`src/rtl/prio_grant_pkg.sv`:
```
// Shared widths, code constants, sequencer state encoding and code decode helper.
package prio_grant_pkg;

  localparam int CODE_W    = 3;
  localparam int NUM_LINES = 4;

  localparam logic [CODE_W-1:0] CODE_NONE      = 3'd0;
  localparam logic [CODE_W-1:0] CODE_MAX_VALID = 3'd4;

  typedef enum logic [1:0] {
    IDLE,
    GRANT,
    GAP
  } state_t;

  // Line n (1..4) maps to bit n-1; anything else decodes to no grant.
  function automatic logic [NUM_LINES-1:0] code_to_onehot(input logic [CODE_W-1:0] code);
    logic [NUM_LINES-1:0] oh;
    oh = '0;
    for (int i = 0; i < NUM_LINES; i++) begin
      if (code == CODE_W'(i + 1)) oh[i] = 1'b1;
    end
    return oh;
  endfunction

endpackage

```
`src/rtl/prio_grant_fifo.sv`:
```
// Small synchronous FIFO of request codes; pointers wrap naturally since DEPTH is a power of two.
module prio_grant_fifo
  import prio_grant_pkg::*;
#(
  parameter int DEPTH = 4
) (
  input  logic                   clk,
  input  logic                   reset_n,
  input  logic                   push_i,
  input  logic [CODE_W-1:0]      push_dat_i,
  input  logic                   pop_i,
  output logic [CODE_W-1:0]      pop_dat_o,
  output logic                   full_o,
  output logic                   empty_o,
  output logic [$clog2(DEPTH):0] level_o
);

  localparam int PTR_W = $clog2(DEPTH);

  logic [CODE_W-1:0] mem_q [DEPTH];
  logic [PTR_W-1:0]  wr_ptr_q, rd_ptr_q;
  logic [PTR_W:0]    level_q;
  logic              do_push, do_pop;

  assign full_o    = (level_q == (PTR_W+1)'(DEPTH));
  assign empty_o   = (level_q == '0);
  assign level_o   = level_q;
  assign pop_dat_o = mem_q[rd_ptr_q];
  assign do_push   = push_i && !full_o;
  assign do_pop    = pop_i && !empty_o;

  always_ff @(posedge clk) begin
    if (do_push) mem_q[wr_ptr_q] <= push_dat_i;
  end

  always_ff @(posedge clk or negedge reset_n) begin
    if (!reset_n) begin
      wr_ptr_q <= '0;
      rd_ptr_q <= '0;
      level_q  <= '0;
    end else begin
      if (do_push) wr_ptr_q <= wr_ptr_q + 1'b1;
      if (do_pop)  rd_ptr_q <= rd_ptr_q + 1'b1;
      case ({do_push, do_pop})
        2'b10:   level_q <= level_q + 1'b1;
        2'b01:   level_q <= level_q - 1'b1;
        default: level_q <= level_q;
      endcase
    end
  end

endmodule

```
`src/rtl/prio_grant_sequencer.sv`:
```
// Buffers encoded request codes and replays them as held one-hot grants with a one-cycle gap.
// Optional saturating error counter output enabled by PRIO_GRANT_ERR_CNT_EN.
module prio_grant_sequencer
  import prio_grant_pkg::*;
#(
  parameter int DEPTH       = 4,
  parameter int HOLD_CYCLES = 4
) (
  input  logic                   clk,
  input  logic                   reset_n,
  input  logic [CODE_W-1:0]      code_in,
  input  logic                   code_valid,
  output logic                   code_ready,
  output logic [NUM_LINES:1]     grant,
  output logic                   grant_active,
  output logic                   grant_done,
  output logic                   err_code,
  output logic [$clog2(DEPTH):0] fifo_level
`ifdef PRIO_GRANT_ERR_CNT_EN
  ,
  output logic [7:0]             err_count
`endif
);

  localparam int CNT_W = (HOLD_CYCLES > 1) ? $clog2(HOLD_CYCLES) : 1;
  localparam logic [CNT_W-1:0] HOLD_INIT = CNT_W'(HOLD_CYCLES - 1);

  state_t               state_q;
  logic [CNT_W-1:0]     cnt_q;
  logic [NUM_LINES-1:0] grant_q;
  logic                 done_q;
  logic                 err_code_q, err_code_d;

  logic                 accept, is_err, push, pop;
  logic                 fifo_full, fifo_empty;
  logic [CODE_W-1:0]    fifo_dat;

  assign accept     = code_valid && code_ready;
  assign is_err     = (code_in > CODE_MAX_VALID);
  assign push       = accept && (code_in != CODE_NONE) && !is_err;
  assign err_code_d = accept && is_err;
  // A pop is taken on the edge that leaves IDLE or GAP toward GRANT.
  assign pop        = ((state_q == IDLE) || (state_q == GAP)) && !fifo_empty;

  prio_grant_fifo #(
    .DEPTH(DEPTH)
  ) u_fifo (
    .clk       (clk),
    .reset_n   (reset_n),
    .push_i    (push),
    .push_dat_i(code_in),
    .pop_i     (pop),
    .pop_dat_o (fifo_dat),
    .full_o    (fifo_full),
    .empty_o   (fifo_empty),
    .level_o   (fifo_level)
  );

  always_ff @(posedge clk or negedge reset_n) begin
    if (!reset_n) begin
      state_q <= IDLE;
      cnt_q   <= '0;
      grant_q <= '0;
      done_q  <= 1'b0;
    end else begin
      done_q <= 1'b0;
      case (state_q)
        IDLE, GAP: begin
          if (!fifo_empty) begin
            grant_q <= code_to_onehot(fifo_dat);
            cnt_q   <= HOLD_INIT;
            state_q <= GRANT;
          end else begin
            state_q <= IDLE;
          end
        end
        GRANT: begin
          if (cnt_q == '0) begin
            grant_q <= '0;
            done_q  <= 1'b1;
            state_q <= GAP;
          end else begin
            cnt_q <= cnt_q - 1'b1;
          end
        end
        default: begin
          grant_q <= '0;
          state_q <= IDLE;
        end
      endcase
    end
  end

  always_ff @(posedge clk or negedge reset_n) begin
    if (!reset_n) err_code_q <= 1'b0;
    else          err_code_q <= err_code_d;
  end

  assign code_ready   = !fifo_full;
  assign grant        = grant_q;
  assign grant_active = |grant_q;
  assign grant_done   = done_q;
  assign err_code     = err_code_q;

`ifdef PRIO_GRANT_ERR_CNT_EN
  logic [7:0] err_cnt_q;

  always_ff @(posedge clk or negedge reset_n) begin
    if (!reset_n)                            err_cnt_q <= '0;
    else if (err_code_d && err_cnt_q != 8'hFF) err_cnt_q <= err_cnt_q + 8'd1;
  end

  assign err_count = err_cnt_q;
`endif

endmodule

```
`config.mk`:
```
export PLATFORM = sky130hd
export DESIGN_NAME = prio_grant_sequencer
export DESIGN_NICKNAME = d
export VERILOG_FILES = /design/src/rtl/prio_grant_pkg.sv /design/src/rtl/prio_grant_fifo.sv /design/src/rtl/prio_grant_sequencer.sv
export SDC_FILE = /design/constraint.sdc
export NUM_CORES = 1
export LEC_CHECK = 0
export BUFFER_PORTS_ARGS = -buffer_cell sky130_fd_sc_hd__buf_2
export CAP_MARGIN = 25
export CORE_ASPECT_RATIO = 1.2
export CORE_MARGIN = 2
export CORE_UTILIZATION = 43
export DETAILED_ROUTE_END_ITERATION = 16
export PLACE_DENSITY_LB_ADDON = 0.12
export SKIP_CTS_REPAIR_TIMING = 1
export SYNTH_ARGS = -nofsm -noshare
export SYNTH_HDL_FRONTEND = slang
export SYNTH_HIERARCHICAL = 1
export SYNTH_SLANG_ARGS = --single-unit
```
`constraint.sdc`:
```
create_clock -name clk -period 4.1 [get_ports clk]
set_input_delay 0.41 -clock clk [delete_from_list [all_inputs] [get_ports clk]]
set_output_delay 0.41 -clock clk [all_outputs]
set_load 0.005 [all_outputs]
```
==> summary.md, run 1 <==
| Metric | Value |
|---|---|
| First-pass GRT wire length | `around 3.7 mm` |
| FF-to-FF End | `u_fifo/level_o[2]` |
| Htree depth | `2` |
| Detailed Place HPWL | `1.595 mm` |
| Distinct cells, synth | `30` |
| # setup viols final | `0` |
| Via count | `between 700 and 800` |
| Bufs and invs on worst path | `3` |
| Starting Density | `0.4533` |
| Crit path cell chain | `nor3b_4, inv_1, and3_1, nor2b_4, inv_1, ha_1, inv_1, fa_1, xor2_1, nor2_1, xor2_1` |
| TritonCTS clock tree | `done` |
| Min cycle time layout | `around 2.3 ns` |
| Die Wd | `about 56 um` |
| Hold_ws | `roughly 0.32 ns` |
| Total Routing Usage GR | `0.1377` |
| DRC Markers | `0` |
| Hold Vio Cnt, Final | `0` |
| FF+latch count, synth | `29` |
| Leak Pwr | `0.7066 nW` |
| Port Buffers | `16` |
| Syn Area/Cell | `roughly 15 um^2` |
| Worst hold path type | `in2reg` |
| Fin crit share | `0.5606` |
| Drt wl/cell | `roughly 14 um` |
| Share of cells above drive strength 1 | `0.3761` |
| Critical Path AT | `around 2.6 ns` |
| Critical Path RT | `between 4 and 5 ns` |
| Via density | `between 5 and 6` |
| CP endpoint kind | `register` |
| Area Growth Syn to Fin | `14.63%` |
| Post-synth top flop | `dfrtp_1` |
| Area fraction of the dominant cell type after synthesis | `0.3071` |
| Slowest CP cell | `dfrtp_1` |
| Slew headroom | `0.6958` |
| Commonest cells post-synth | `17 x dfrtp_1, 12 x edfxtp_1, 11 x inv_1, 6 x ha_1, 5 x mux2_4` |
| Mapped Cells | `94` |
| Final WL | `about 2.1 mm` |
| Inserted Clock Buffers | `5` |
| R2R cell count | `11` |
| Antenna Nets Post-Route | `0` |
| Met1 wire length | `917 um` |
| Reg2Reg Launch Point | `u_fifo/level_o[0]` |
| First drt pass iteration count | `4` |
| Clk buf depth | `2` |
| Nets | `around 130` |
| Uppermost layer routed | `met4` |
| Met3 Wirelength | `between 80 and 90 um` |
| Critical path launch point type | `register` |
| Area leader, netlist | `dfrtp_1` |
| Final slew viol count | `0` |
| Core box area | `3055 um^2` |
| PD cells | `just over 700 nW/um^2` |
| Clock transition at path regs | `0.10 ns` |
| Yosys warnings | `6` |
| Min-delay src | `code_in[1]` |
| Die area | `3693 um^2` |
| Vias in the first global route | `between 800 and 900` |
| # fillers | `264` |
| Final Skew | `0.004059 ns` |
| Critical path class | `reg2reg` |
| Num Clock Sinks | `29` |
| Ports | `17` |
| Hold Path End | `u_fifo/mem_q[2][1]` |
| Max IR drop VDD | `between 0.4 and 0.5 mV` |
| Die extent in y | `66.17 um` |
| Mapped Nets | `107` |
| # diodes | `0` |
| CTS Root Buffer Type | `clkbuf_4` |
| Worst Tran Pin Value | `between 0.4 and 0.5 ns` |
| Routability Congestion | `0.6889` |
| Hold Path Cell Cnt | `1` |
| Top cell by count, worst path | `inv_1` |
| Sequential share of the synthesized area | `0.5673` |
| Initial antenna violation count | `0` |
| Cell Area, Synth | `approximately 1400 um^2` |
| R2R Setup Slk | `1.80 ns` |
| DR WL met2 | `between 1 and 1.5 mm` |
| Worst skew pair latency | `approximately 0.33 ns` |
| CP max stage delay | `between 0.4 and 0.5 ns` |
| Number of flops mapped to enable cells by yosys | `12` |
| Unrepaired setup endpoints after global routing | `no` |
| Largest cells by area after synthesis | `dfrtp_1 31%, edfxtp_1 26%, ha_1 5.4%` |
| # rows | `22` |
| Most used standard cell by instance count after synthesis | `dfrtp_1` |
| GR Overflow Total | `0` |
| 1st-iter DRT viols | `18` |
| Max FO, Critical Path | `7` |
| Async SR Flop Fraction | `0.5862` |
| Max_cap viols | `0` |
| Setup tns final | `0 ns` |
| Status | `finished clean` |
| Fmax | `~440 MHz` |
| Largest net degree at the start of global routing | `18` |
| CP delay by family, top | `simple AND/OR/NAND/NOR gates` |
cells by family after synthesis:
logic type / Yosys count / share of synthesized area
AOI/OAI and AO/OA: 5 / 0.03252
xor gates and xnor gates: 7 / 0.04426
muxes: 8 / 0.1030
and+or+nand+nor: 25 / 0.1427
DFF: 29 / 0.5673
buffers and inverters: 13 / 0.04155
adders and majority gates: 7 / 0.06865
report_power, final:
group | switching, mW | internal, mW
clock | 0.109 | 0.129
combinational | 0.199 | 0.238
sequential | 0.0928 | 0.388
flip-flops by register name, indices dropped and copies added, names as in the netlist:
| signal | count |
|---|---|
| state_q | 2 |
| u_fifo/mem_q | 12 |
| err_code | 1 |
| u_fifo/wr_ptr_q | 2 |
| grant | 4 |
| cnt_q | 2 |
| u_fifo/level_o | 3 |
| u_fifo/rd_ptr_q | 2 |
| grant_done | 1 |
cell usage in the layout, fill, tap and decap left out, types with 2 or more instances in the layout:
cell type  count
and2_2         3
buf_2         16
nand2_1        2
ha_1           6
xor2_1         3
xnor2_1        4
nor3b_4        2
edfxtp_1      12
inv_1         11
nor4b_1        3
mux4_2         3
dfrtp_1       17
clkbuf_4       5
and3_2         2
nor3_1         3
nor2_1         3
mux2_4         5
final cells by class:
cell class / instances / area (um^2) / share of cell area
clock inverters: 3 / 46.29 / 0.02916
repair buffers: 17 / 90.09 / 0.05674
inverters: 11 / 41.29 / 0.02600
flip-flops and latches: 29 / 785.8 / 0.4949
multi-input cells: 52 / 541.8 / 0.3412
well taps: 36 / 45.04 / 0.02837
clock buffers: 5 / 37.54 / 0.02364
worst max path at each step:
stage	start	to	slack, ns	cells after the start
after global routing	u_fifo/level_o[0]	u_fifo/level_o[2]	1.61	11
after global placement	u_fifo/level_o[0]	u_fifo/level_o[2]	1.80	11
final	u_fifo/level_o[0]	u_fifo/level_o[2]	1.80	11
after CTS	u_fifo/level_o[0]	u_fifo/level_o[2]	1.76	11
after detailed placement	u_fifo/level_o[0]	u_fifo/level_o[2]	1.79	11
after floorplan	u_fifo/level_o[0]	u_fifo/level_o[2]	1.91	11
metrics by stage:
stage	cell area, um^2	power [mW]	instances	util	setup WS, ns
2_1_floorplan	1385	0.8195	94	-	1.913
3_3_place_gp	1494	0.9184	144	0.4889	1.805
3_5_place_dp	1494	0.9318	144	0.4889	1.793
4_1_cts	1578	1.171	152	0.5164	1.761
5_1_grt	1588	1.248	153	0.5197	1.613
6_report	1588	1.155	153	0.5197	1.802
layer usage:
layer  global-route usage  vias to the layer above
met5                    0                        -
met4              0.07143                        0
met3              0.05871                        2
met2               0.2262                       14
met1               0.1529                      384
li1                     -                      374
Note: power is estimated with default switching activity, not from simulation.
==> run 2, diff against run 1 <==
clock period = 2.2 ns   (was 4.1 ns; I/O delays follow)
==> run 2 against run 1 <==
  * Die area unchanged
  * Non-clock buffer count up 8
  * Utilization up 1.1 points
  * Total power up 83%
  * Design area up 2.2%
  * Highest routed layer unchanged
==> summary.md, run 2 (same netlist as run 1, synthesis figures left out) <==
| Metric | Value |
|---|---|
| Critical Path RT | `~2.5 ns` |
| Largest net degree at the start of global routing | `18` |
| Clock power share | `0.138` |
| Via count | `809` |
| Final slew viol count | `0` |
| Internal power | `roughly 1.4 mW` |
| Placement-stage cell area | `1531 um^2` |
| # setup viols final | `0` |
| Post-Layout Inst Area | `1623 um^2` |
| Die area | `3693 um^2` |
| Critical path launch point type | `register` |
| Routability Congestion | `about 0.74` |
| Ports | `17` |
| Htree depth | `2` |
| 1st-iter DRT viols | `10` |
| Die extent in y | `~66 um` |
| Clock transition at path regs | `roughly 0.08 ns` |
| Pre-CTS WS | `~0.081 ns` |
| Leak Pwr | `0.7303 nW` |
| Critical Path AT | `2.30 ns` |
| Vias in the first global route | `879` |
| Core box area | `about 3000 um^2` |
| Net Switching | `~0.74 mW` |
| Max reg flops | `12` |
| Biggest register | `u_fifo/mem_q` |
| Combinational power share | `0.452` |
| Nets | `137` |
| CP endpoint kind | `register` |
| Reg power frac | `0.410` |
| GR Overflow Total | `0` |
| Worst skew pair latency | `around 0.32 ns` |
| PD cells | `around 1300 nW/um^2` |
| Max FO, Critical Path | `4` |
| Num Clock Sinks | `29` |
| TritonCTS clock tree | `done` |
| Hold Vio Cnt, Final | `0` |
| Total Routing Usage GR | `0.1505` |
| Inserted Clock Buffers | `5` |
| Final WL | `2.263 mm` |
| Via density | `~5.0` |
| Detailed Place HPWL | `~1.6 mm` |
| Reg2Reg Launch Point | `u_fifo/level_o[1]` |
| Initial antenna violation count | `0` |
| Die Wd | `between 50 and 60 um` |
| Most common cell after layout, fill and taps aside | `buf_2` |
| Fin worst setup slack | `~0.14 ns` |
| Max IR drop VDD | `0.6043 mV` |
| Util after Layout | `0.5311` |
| Worst Tran Pin Value | `about 0.40 ns` |
| Starting Density | `0.4533` |
| CTS Root Buffer Type | `clkbuf_4` |
| Setup tns final | `0 ns` |
| Drt wl/cell | `approximately 14 um` |
| Final Skew | `approximately 0.005 ns` |
| CP Launch Point | `u_fifo/level_o[1]` |
| Unrepaired setup endpoints after global routing | `no` |
| Clk buf depth | `2` |
| Most frequent cells in the layout | `16 x buf_2, 14 x dfrtp_1, 12 x edfxtp_1` |
| # fillers | `between 200 and 300` |
| Port Buffers | `16` |
| Slew headroom | `0.7358` |
| Min-delay src | `code_in[0]` |
| Hold_ws | `~0.12 ns` |
| Min cycle time layout | `around 2.1 ns` |
| Sw frac | `0.3509` |
| Area Growth Syn to Fin | `17.16%` |
| Fmax | `486.1 MHz` |
| Fin crit share | `0.9351` |
| # diodes | `0` |
| Worst hold path type | `in2reg` |
| First drt pass iteration count | `3` |
| Status | `finished clean` |
| Antenna Nets Post-Route | `0` |
| First-pass GRT wire length | `roughly 4 mm` |
| Critical path class | `reg2reg` |
| DRC Markers | `0` |
| Max_cap viols | `0` |
| Share of cells above drive strength 1 | `0.4560` |
| # rows | `22` |
-- run 2: power groups by stage --
stage	Sequential (mW)	Combinational, mW	Clock, mW
2_1_floorplan	0.847	0.680	0
3_3_place_gp	0.877	0.886	0
3_5_place_dp	0.884	0.908	0
4_1_cts	0.875	0.915	0.312
5_1_grt	0.897	1.06	0.336
6_report	0.870	0.957	0.292
-- run 2: path summary, 6_finish.rpt --
check / cells after the start / end / slack [ns]
max: 11 / u_fifo/level_o[2] / 0.14
min reg2reg: 1 / cnt_q[0] / 0.47
min in group asynchronous: 2 / grant[2] / 0.34
max reg2reg: 11 / u_fifo/level_o[2] / 0.14
max in group asynchronous: 2 / u_fifo/level_o[2] / 1.55
min: 1 / u_fifo/mem_q[2][0] / 0.12
-- run 2: metal layers --
metal | part of all wire | global-route usage | vias up
met5 | 0 | 0 | -
li1 | - | - | 388
met1 | 0.42 | 0.1686 | 397
met4 | 0.034 | 0.1071 | 0
met3 | 0.039 | 0.04305 | 8
met2 | 0.50 | 0.2470 | 16
-- run 2: final cells by class --
class | instances | area, um^2 | share of cell area
tap | 36 | 45.04 | 0.02776
clock buffer | 5 | 37.54 | 0.02313
clock inverter | 3 | 12.51 | 0.007710
inverter | 11 | 41.29 | 0.02544
sequential | 29 | 789.5 | 0.4865
timing repair buffer | 25 | 150.1 | 0.09252
multi-input combinational | 52 | 546.8 | 0.3369
-- run 2: metrics by stage --
stage | std cells | power, mW
floorplan | 94 | 1.527
global placement | 149 | 1.763
detailed placement | 149 | 1.792
CTS | 157 | 2.101
global route | 161 | 2.298
finish | 161 | 2.118
-- run 2: critical path: stages (launching register included) --
cell and delay [ns]:
dfrtp_2 0.44, nor3b_4 0.22, inv_2 0.05, and3_1 0.14, nor2b_4 0.13, inv_2 0.04
ha_2 0.16, inv_1 0.05, fa_2 0.33, xor2_1 0.15, nor2_1 0.12, xor2_1 0.15
